[config.mk]
export PLATFORM = sky130hd
export DESIGN_NAME = cell_painter
export DESIGN_NICKNAME = d
export VERILOG_FILES = /design/src/rtl/cell_painter.sv
export SDC_FILE = /design/constraint.sdc
export NUM_CORES = 1
export LEC_CHECK = 0
export ABC_AREA = 1
export CAP_MARGIN = 20
export CORE_AREA = 2 2 118 63
export DETAILED_ROUTE_END_ITERATION = 8
export DIE_AREA = 0 0 120 65
export DONT_BUFFER_PORTS = 1
export GPL_TIMING_DRIVEN = 1
export PLACE_DENSITY = 0.69
export SYNTH_ARGS = -nofsm -noshare
export SYNTH_HDL_FRONTEND = slang
export SYNTH_SLANG_ARGS = --single-unit
[constraint.sdc]
create_clock -name clk -period 2.8 [get_ports clk]
set_clock_uncertainty 0.15 [all_clocks]
set_input_delay 0.56 -clock clk [delete_from_list [all_inputs] [get_ports clk]]
set_output_delay 0.56 -clock clk [all_outputs]
set_load 0.03 [all_outputs]
[src/rtl/cell_painter.sv]
// cell_painter: expands one grid-cell update into a row-major
// stream of RGB565 pixel beats for the display writer.
module cell_painter #(
  parameter int CELL_PX = 20,
  parameter int GRID_W  = 16,
  parameter int GRID_H  = 12
) (
  input  logic        clk,
  input  logic        rst,
  input  logic        upd_valid,
  output logic        upd_ready,
  input  logic [3:0]  cell_x,
  input  logic [3:0]  cell_y,
  input  logic [2:0]  cell_code,
  output logic        px_valid,
  input  logic        px_ready,
  output logic [8:0]  px_x,
  output logic [7:0]  px_y,
  output logic [15:0] px_color,
  output logic        px_last,
  output logic        busy,
  output logic        err_drop
);

  localparam int LW = (CELL_PX > 1) ? $clog2(CELL_PX) : 1;
  localparam logic [LW-1:0] LMAX = LW'(CELL_PX - 1);

  typedef enum logic {IDLE, PAINT} state_t;

  state_t        state, state_nx;
  logic [8:0]    base_x, bx_in;
  logic [7:0]    base_y, by_in;
  logic [2:0]    code;
  logic [LW-1:0] lx, ly, lx_nx, ly_nx;
  logic          take, in_range, fire, done;

  function automatic logic [15:0] color_of(
    input logic [2:0]    c,
    input logic [LW-1:0] x,
    input logic [LW-1:0] y
  );
    logic [15:0] col;
    logic        gap;
    unique case (c)
      3'd0:    col = 16'h0000;
      3'd1:    col = 16'h07E0;
      3'd2:    col = 16'h03E0;
      3'd3:    col = 16'hF800;
      3'd4:    col = 16'h8410;
      default: col = 16'hF81F;
    endcase
    // blank and border cells are solid; others leave a 1-px gap
    gap = ((x == LMAX) || (y == LMAX)) && (c != 3'd0) && (c != 3'd4);
    return gap ? 16'h0000 : col;
  endfunction

  assign bx_in    = 9'(cell_x) * 9'(CELL_PX);
  assign by_in    = 8'(cell_y) * 8'(CELL_PX);
  assign in_range = (32'(cell_x) < GRID_W) && (32'(cell_y) < GRID_H);
  assign take     = upd_valid && (state == IDLE);
  assign fire     = px_valid && px_ready;
  assign done     = fire && px_last;

  always_comb begin
    lx_nx = lx + 1'b1;
    ly_nx = ly;
    if (lx == LMAX) begin
      lx_nx = '0;
      ly_nx = ly + 1'b1;
    end
  end

  always_ff @(posedge clk) begin
    if (rst) state <= IDLE;
    else     state <= state_nx;
  end

  always_comb begin
    state_nx = state;
    unique case (state)
      IDLE:    if (take && in_range) state_nx = PAINT;
      PAINT:   if (done) state_nx = IDLE;
      default: state_nx = IDLE;
    endcase
  end

  always_comb begin
    upd_ready = (state == IDLE);
    busy      = (state == PAINT);
    px_valid  = (state == PAINT);
  end

  always_ff @(posedge clk) begin
    if (rst) begin
      base_x   <= '0;
      base_y   <= '0;
      code     <= '0;
      lx       <= '0;
      ly       <= '0;
      px_x     <= '0;
      px_y     <= '0;
      px_color <= '0;
      px_last  <= 1'b0;
      err_drop <= 1'b0;
    end else if (take) begin
      if (in_range) begin
        base_x   <= bx_in;
        base_y   <= by_in;
        code     <= cell_code;
        lx       <= '0;
        ly       <= '0;
        px_x     <= bx_in;
        px_y     <= by_in;
        px_color <= color_of(cell_code, '0, '0);
        px_last  <= (CELL_PX == 1);
      end else begin
        err_drop <= 1'b1;
      end
    end else if (fire) begin
      if (px_last) begin
        lx      <= '0;
        ly      <= '0;
        px_last <= 1'b0;
      end else begin
        lx       <= lx_nx;
        ly       <= ly_nx;
        px_x     <= base_x + 9'(lx_nx);
        px_y     <= base_y + 8'(ly_nx);
        px_color <= color_of(code, lx_nx, ly_nx);
        px_last  <= (lx_nx == LMAX) && (ly_nx == LMAX);
      end
    end
  end

endmodule
==> results of run 1 <==
-- registers in the layout (all words and copies together) (netlist names) --
register	count
code	3
ly	5
err_drop	1
px_color	6
base_y	6
lx	5
base_x	7
px_y	8
px_x	9
px_last	1
busy	1
-- where the power goes --
group | switching (mW) | total, mW | internal [mW] | leakage, nW
clock | 0.266 | 0.687 | 0.421 | 0.0808
sequential | 0.111 | 0.907 | 0.795 | 0.428
combinational | 0.199 | 0.290 | 0.0915 | 0.844
-- worst max-delay path by stage --
stage / endpoint / slack, ns / cells past startpoint
2_1_floorplan: px_y[6]$_SDFFE_PP0P_ / 0.41 / 14
3_3_place_gp: px_y[6]$_SDFFE_PP0P_ / 0.29 / 15
3_5_place_dp: px_y[6]$_SDFFE_PP0P_ / 0.20 / 15
4_1_cts: px_y[6]$_SDFFE_PP0P_ / 0.18 / 15
5_1_grt: px_y[6]$_SDFFE_PP0P_ / 0.03 / 15
6_report: px_y[6]$_SDFFE_PP0P_ / 0.26 / 15
-- cells in the mapped netlist, types with 2 or more instances --
master / count / area, µm²
nand2_1: 82 / 308
dfxtp_1: 52 / 1040
a21oi_1: 42 / 210
nor2_1: 38 / 143
o21ai_0: 35 / 175
inv_1: 32 / 120
ha_1: 16 / 200
nand3_1: 15 / 75.1
buf_4: 11 / 82.6
clkbuf_1: 9 / 33.8
a31oi_1: 8 / 50.1
a21oi_2: 7 / 61.3
buf_2: 7 / 35.0
xor2_1: 7 / 61.3
nand3_2: 6 / 60.1
nand4_1: 4 / 25.0
fa_1: 3 / 60.1
inv_2: 3 / 11.3
nor3_1: 3 / 15.0
xnor2_1: 3 / 26.3
a21o_1: 2 / 15.0
nand2_2: 2 / 12.5
nand2_4: 2 / 22.5
nor2_2: 2 / 12.5
o211ai_1: 2 / 15.0
-- area by class of cell --
class,count,area [µm²]
clock buffer,6,129
clock inverter,2,35.0
fill,706,3770
inverter,35,131
multi-input combinational,287,1630
sequential,52,1040
tap,96,120
timing repair buffer,7,52.6
-- cells by family after synthesis --
| logic type | share of synthesized area [%] |
|---|---|
| simple gates | 24.2 |
| compound gates | 18.8 |
| buf+inv | 9.85 |
| flops | 35.3 |
| fa+ha+maj | 8.83 |
| xor+xnor | 2.97 |
-- repair_timing --
item,4_1_cts,5_1_grt
setup endpoints to repair,0,1
hold endpoints to repair,0,0
gates resized for setup,0,3
-- per-stage QoR --
stage	std cells	utilization, %	hold slack, ns	cell area, µm²
finish	485	45.5	0.175	3140
global route	485	45.5	0.163	3140
CTS	485	45.3	0.166	3130
detailed placement	477	42.9	0.330	2960
global placement	477	42.9	0.322	2960
floorplan	402	-	0.306	2950
-- layer usage --
layer	wire (µm)	track usage [%]	vias up
li1	-	-	1290
met1	3420	27.7	1145
met2	2860	26.7	65
met3	567	5.55	6
met4	62	5.15	0
met5	0	0	-
-- cells in the final DEF (no fill, tap or decap), types with 4 or more instances in the layout --
cell	count
inv_1	32
nand4_1	4
a21oi_1	42
dfxtp_1	50
nand3_1	15
buf_4	7
a21oi_2	7
clkbuf_16	5
nand2_1	82
o21ai_0	35
xor2_1	7
ha_1	15
nor2_1	38
nand3_2	6
a31oi_1	8
==> run_results.csv, run 1 <==
group,metric,value,unit
status,status,"finished, final reports clean",
timing,fmax,394,MHz
pwr,p_per_area,600,nW/µm²
timing,slew_viol_final,0,
global_route,grt_max_degree,30,
timing,fin_setup_tns,0,ns
setup_path,path_cells,"ha_4, nand2_4, nor2_8, nand2_1, o21ai_0, inv_1, ha_1, fa_1, nand2_1, nand2_1, nand2_1, nand2_1, nand2_1, o221ai_1, a21oi_1",
pwr,fin_total_pwr,1.88,mW
synth,yosys_warnings,0,
synth,syn_area,2950,µm²
final_layout,synthToLayoutAreaGrowth,6.54,%
worst_hold_path,min_from,"rst",
placed_design,io_buffers,0,
routing,first_iter_violations,147,
worst_hold_path,hp-class,"in -> reg",
global_route,grt_pass1_vias,2341,
floorplan,core,6910,µm²
worst_hold_path,worst_hold_path.endpoint,"px_last$_SDFFE_PP0P_",
synth,synthFlopType,"dfxtp_1",
final_layout,drive_above_1_share,10.3,%
synth,avgSynthCellArea,7.33,µm²
timing,final-setup-viol-count,0,
global_route,grt_use_total,18.9,%
routing,vias_per_cell,5.17,
setup_path,crit_type,"reg -> reg",
synth,ys_async_sr_fraction,0,%
setup_path,worstRegToRegCells,15,
setup_path,start_kind,"register",
setup_path,crit_arrival,2.62,ns
clock_network,clock_latency,0.29,ns
final_layout,num_antenna_cells,0,
setup_path,crit_required,2.88,ns
floorplan,die_w,120,µm
routing,drt_wl_total,6910,µm
floorplan,io-pin-count,53,
setup_path,timing.rr.end,"px_y[6]$_SDFFE_PP0P_",
synth,synth_nets,436,
placed_design,dp_slack,0.202,ns
synth,synthCells,402,
routing,wl_per_cell,14.2,µm
setup_path,critical-path-top-delay-family,"adder cells",
global_route,grt_pass1_wl,11600,µm
worst_hold_path,min_path_cells,1,
floorplan,die_h,65,µm
synth,synth-seq-area-share,35.3,%
timing,fin_ws,0.259,ns
pwr,leakagePower,1.35,nW
routing,dr.pass1.iters,4,
placed_design,hpwl,5070,µm
clock_network,clk_pin_slew,0.07,ns
placed_design,place_congestion,0.870,
routing,drc,0,
synth,synth_edf_count,0,
clock_network,cts_tree,"done",
flow_run,max_cap_violations,0,
final_layout,finalNetCount,422,
routing,ant_nets,0,
setup_path,worstPathBufferInverterCount,1,
floorplan,initial_core_util,42.7,%
setup_path,crit-reg2reg-launch,"lx[0]$_SDFFE_PP0P_",
routing,vias,2506,
clock_network,cts-root-buf,"clkbuf_16",
timing,rsz0062_at_grt,"false",
timing,final-hold-violation-count,0,
setup_path,critPathMaxStageDelay,0.41,ns
timing,worst_slew_pin_slew,0.809,ns
setup_path,crit_top_cell,"nand2_1",
floorplan,dieArea,7800,µm²
clock_network,cts_hold_buffers,0,
setup_path,cp-end-kind,"register",
pwr,ir_drop,273,µV
synth,yosysUniqueCellTypes,34,
timing,fin_crit_sh,90.7,%
clock_network,post_cts_buffers,0,
clock_network,clock_sinks,52,
clock_network,cts_buffer_depth,2,
global_route,antenna_found_initial,0,
timing,relSlewSlack,46.1,%
setup_path,critPathLaunch,"lx[0]$_SDFFE_PP0P_",
clock_network,htree_levels,2,
setup_path,critPathSlowestCell,"dfxtp_1",
setup_path,reg2reg_slack,0.26,ns
clock_network,cts-buffers-inserted,5,
floorplan,rows,22,
timing,fin_crit,2.54,ns
global_route,grt_overflow,0,
synth,synth_seq_cells,52,
setup_path,cp_max_fo,10,
Power figures use the tool's default switching activity.
==> run 2, diff against run 1 <==
- CORE_AREA: 2 2 118 63 -> 2 2 112 60
- DIE_AREA: 0 0 120 65 -> 0 0 114 62
- PLACE_DENSITY: 0.69 -> 0.6
==> run_results.csv, run 2 (synthesized netlist as in run 1, its figures left out) <==
group,metric,value,unit
status,status,"finished, final reports clean",
final_layout,fin_cells,470,
setup_path,crit_type,"reg -> reg",
pwr,ir_drop,205,µV
floorplan,rows,21,
final_layout,drive_above_1_share,10.3,%
floorplan,initial_core_util,47.1,%
final_layout,layout.cells.most_common_list,"82 x nand2_1, 50 x dfxtp_1, 42 x a21oi_1",
clock_network,clock_latency,0.30,ns
global_route,grt_overflow,0,
global_route,grt_max_degree,30,
final_layout,largest-register,"px_x",
timing,fmax,401,MHz
setup_path,cp_max_fo,10,
pwr,leakagePower,1.35,nW
final_layout,final_common_cell,"nand2_1",
final_layout,largest_reg_flops,9,
floorplan,dieArea,7070,µm²
setup_path,crit_arrival,2.58,ns
floorplan,die_h,62,µm
final_layout,synthToLayoutAreaGrowth,5.52,%
routing,drc,0,
placed_design,place_congestion,0.899,
final_layout,largestRegisters,"px_x (9), px_y (8), base_x (7)",
pwr,p_per_area,592,nW/µm²
routing,vias,2512,
routing,dr.pass1.iters,4,
final_layout,n_fill_cell,637,
global_route,grt_use_total,21.0,%
placed_design,hpwl,5120,µm
global_route,grt_pass1_vias,2265,
worst_hold_path,min_from,"rst",
routing,drt_wl_total,6940,µm
timing,worst_slew_pin_slew,0.797,ns
setup_path,cp-end-kind,"register",
setup_path,worstRegToRegCells,15,
timing,final-setup-viol-count,0,
routing,ant_nets,0,
flow_run,max_cap_violations,0,
final_layout,multi_input_comb_area,1630,µm²
routing,vias_per_cell,5.34,
timing,slew_viol_final,0,
timing,fin_crit,2.50,ns
timing,relSlewSlack,46.8,%
final_layout,num_antenna_cells,0,
clock_network,htree_levels,2,
placed_design,io_buffers,0,
setup_path,crit_required,2.88,ns
timing,fin_setup_tns,0,ns
clock_network,cts-root-buf,"clkbuf_16",
setup_path,endpoint,"px_y[6]$_SDFFE_PP0P_",
timing,rsz0062_at_grt,"false",
global_route,grt_pass1_wl,11400,µm
clock_network,cts-buffers-inserted,5,
clock_network,clk_pin_slew,0.07,ns
clock_network,clock_sinks,52,
setup_path,critPathLaunch,"lx[1]$_SDFFE_PP0P_",
global_route,antenna_found_initial,0,
floorplan,io-pin-count,53,
setup_path,reg2reg_slack,0.30,ns
setup_path,timing.rr.end,"px_y[6]$_SDFFE_PP0P_",
placed_design,dp.cells,462,
clock_network,cts_buffer_depth,2,
final_layout,utilization,49.7,%
floorplan,die_w,114,µm
worst_hold_path,hp-class,"in -> reg",
timing,fin_crit_sh,89.1,%
clock_network,cts_hold_buffers,0,
final_layout,seq_area,1040,µm²
final_layout,finalNetCount,423,
timing,final-hold-violation-count,0,
setup_path,crit-reg2reg-launch,"lx[1]$_SDFFE_PP0P_",
setup_path,start_kind,"register",
routing,first_iter_violations,125,
routing,wl_per_cell,14.8,µm
floorplan,core,6250,µm²
clock_network,cts_tree,"done",
-- run 2: cell types whose count changed in the layout (fill, tap and decap cells not counted), sizes merged --
cell / change
clkbuf: +2
bufinv: -1
buf: +1
clkinv: -1
-- run 2: layer usage --
layer	wire length, µm	global-route usage (%)	vias to the layer above
li1	-	-	1302
met1	3770	30.5	1152
met2	2780	31.5	51
met3	329	5.24	7
met4	63	5.57	0
met5	0	0	-
-- run 2: stage by stage --
stage	hold WS [ns]	instance area (µm²)	worst slack, ns	power [mW]
floorplan	0.306	2950	0.413	1.17
global placement	0.324	2950	0.304	1.21
detailed placement	0.333	2950	0.207	1.21
CTS	0.165	3100	0.184	1.84
global route	0.164	3110	0.0684	1.92
finish	0.171	3110	0.305	1.84
-- run 2: report_power, final --
group	total (mW)	internal (mW)	leakage [nW]	switching [mW]
logic	0.310	0.0933	0.849	0.216
registers	0.887	0.795	0.428	0.0920
clock network	0.644	0.358	0.0712	0.286
total	1.84	1.25	1.35	0.594
-- run 2: worst min path at each step --
stage | endpoint | slack (ns) | cells after the start
floorplan | base_x[3]$_SDFFE_PP0P_ | 0.31 | 2
global placement | code[1]$_SDFFE_PP0P_ | 0.32 | 2
detailed placement | code[1]$_SDFFE_PP0P_ | 0.33 | 2
CTS | px_last$_SDFFE_PP0P_ | 0.16 | 1
global route | px_last$_SDFFE_PP0P_ | 0.16 | 1
finish | px_last$_SDFFE_PP0P_ | 0.17 | 1
-- run 2: worst max-delay path, stage by stage, from the launching register on --
cell	delay, ns
dfxtp_2	0.38
ha_4	0.17
nand2_4	0.07
nor2_8	0.19
nand2_1	0.07
o21ai_0	0.10
inv_1	0.09
ha_1	0.22
fa_1	0.42
nand2_1	0.09
nand2_1	0.05
nand2_1	0.07
nand2_1	0.05
nand2_1	0.06
o221ai_1	0.12
a21oi_1	0.15
-- run 2: timing repair --
| action | in CTS | in global routing |
|---|---|---|
| setup endpoints to repair | 0 | 1 |
| setup buffers | 0 | 0 |
| gates resized for setup | 0 | 4 |
-- run 2: final cells by class --
cell class              instances  area share, %
flip-flops and latches         52           33.5
repair buffers                  8           1.93
multi-input cells             287           52.4
clock buffers                   8           4.71
inverters                      35           4.22
well taps                      80           3.22
==> run 3, diff against run 2 <==
- CORE_AREA: 2 2 112 60 -> 2 2 125 66
- DIE_AREA: 0 0 114 62 -> 0 0 127 68
- PLACE_DENSITY: 0.6 -> 0.5
==> run_results.csv, run 3 (synthesized netlist as in run 1, its figures left out) <==
group,metric,value,unit
status,status,"finished, final reports clean",
timing,fin_crit,2.51,ns
clock_network,clk_pin_slew,0.07,ns
timing,final-hold-violation-count,0,
floorplan,core,7650,µm²
setup_path,worstRegToRegCells,15,
routing,vias,2524,
floorplan,io-pin-count,53,
timing,rsz0062_at_grt,"false",
clock_network,post_cts_buffers,0,
final_layout,finalNetCount,423,
final_layout,synthToLayoutAreaGrowth,8.83,%
timing,fin_crit_sh,89.7,%
global_route,grt_overflow,0,
clock_network,htree_levels,2,
timing,fin_setup_tns,0,ns
floorplan,rows,23,
global_route,grt_pass1_vias,2342,
final_layout,final_common_cell,"nand2_1",
routing,dr.pass1.iters,4,
clock_network,cts_tree,"done",
final_layout,largest_reg_flops,9,
worst_hold_path,min_path_cells,1,
floorplan,die_h,68,µm
placed_design,dp.cells,482,
routing,vias_per_cell,5.15,
timing,final-setup-viol-count,0,
routing,wl_per_cell,14.9,µm
final_layout,layout.cells.most_common_list,"82 x nand2_1, 50 x dfxtp_1, 42 x a21oi_1",
pwr,ir_drop,332,µV
setup_path,cp_max_fo,10,
routing,drc,0,
flow_run,max_cap_violations,0,
final_layout,drive_above_1_share,11.0,%
setup_path,crit_arrival,2.58,ns
clock_network,cts-buffers-inserted,5,
placed_design,dpl-instance-area,2980,µm²
final_layout,num_antenna_cells,0,
final_layout,largest-register,"px_x",
setup_path,crit_required,2.87,ns
global_route,grt_max_degree,30,
routing,first_iter_violations,182,
clock_network,clock_latency,0.29,ns
clock_network,cts-root-buf,"clkbuf_16",
global_route,grt_use_total,18.2,%
pwr,leakagePower,1.38,nW
final_layout,postLayoutCellArea,3210,µm²
routing,drt_wl_total,7280,µm
setup_path,crit_type,"reg -> reg",
setup_path,start_kind,"register",
clock_network,cts_buffer_depth,2,
floorplan,dieArea,8640,µm²
final_layout,fin_cells,490,
worst_hold_path,hp-class,"in -> reg",
floorplan,initial_core_util,38.5,%
pwr,p_per_area,649,nW/µm²
placed_design,hpwl,5290,µm
clock_network,clock_sinks,52,
routing,ant_nets,0,
timing,slew_viol_final,0,
floorplan,die_w,127,µm
clock_network,cts_resized,0,
global_route,antenna_found_initial,0,
timing,worst_slew_pin_slew,0.828,ns
placed_design,place_congestion,0.830,
final_layout,largestRegisters,"px_x (9), px_y (8), base_x (7)",
clock_network,cts_hold_buffers,0,
setup_path,cp-end-kind,"register",
timing,relSlewSlack,44.8,%
timing,fmax,398,MHz
final_layout,utilization,41.9,%
global_route,grt_pass1_wl,12000,µm
placed_design,io_buffers,0,
## run 3: layout make-up
class | instances | area (µm²)
tap | 100 | 125
sequential | 52 | 1040
multi-input combinational | 287 | 1630
inverter | 35 | 131
fill | 788 | 4450
clock buffer | 5 | 125
clock inverter | 3 | 90.1
timing repair buffer | 8 | 60.1
## run 3: routing by layer
layer  part of all wire [%]  vias to the layer above  track usage, %  wire, µm
li1                       -                     1293               -         -
met1                     52                     1153            25.9      3790
met2                     40                       71            26.3      2920
met5                      0                        -               0         0
met4                   0.95                        0            5.36        69
met3                    6.9                        7            5.94       500
## run 3: power by group
| group | internal (mW) | switching [mW] |
|---|---|---|
| Sequential | 0.795 | 0.0912 |
| Combinational | 0.0936 | 0.218 |
| Clock | 0.603 | 0.283 |
## run 3: critical path, stage by stage, from the launching register on
cell and delay, ns:
dfxtp_2 0.39, ha_4 0.18, nand2_4 0.07, nor2_8 0.19, nand2_1 0.07, o21ai_0 0.10, inv_1 0.10, ha_1 0.22
fa_1 0.40, nand2_1 0.08, nand2_1 0.05, nand2_1 0.07, nand2_1 0.05, nand2_1 0.05, o221ai_1 0.11, a21oi_1 0.15
## run 3: final timing paths
path                            slack, ns                     end              startpoint
worst max-delay path                 0.29    px_y[6]$_SDFFE_PP0P_      lx[1]$_SDFFE_PP0P_
worst max register to register       0.29    px_y[6]$_SDFFE_PP0P_      lx[1]$_SDFFE_PP0P_
worst min-delay path                 0.17    px_last$_SDFFE_PP0P_                     rst
worst min register to register       0.34  base_x[3]$_SDFFE_PP0P_  base_x[3]$_SDFFE_PP0P_
## run 3: per-stage QoR
stage / power (mW) / hold WS [ns] / setup WS, ns
after floorplan: 1.17 / 0.306 / 0.413
after global placement: 1.21 / 0.324 / 0.254
after detailed placement: 1.22 / 0.329 / 0.121
after CTS: 2.11 / 0.160 / 0.0972
after global routing: 2.20 / 0.157 / 0.0513
final: 2.08 / 0.174 / 0.289
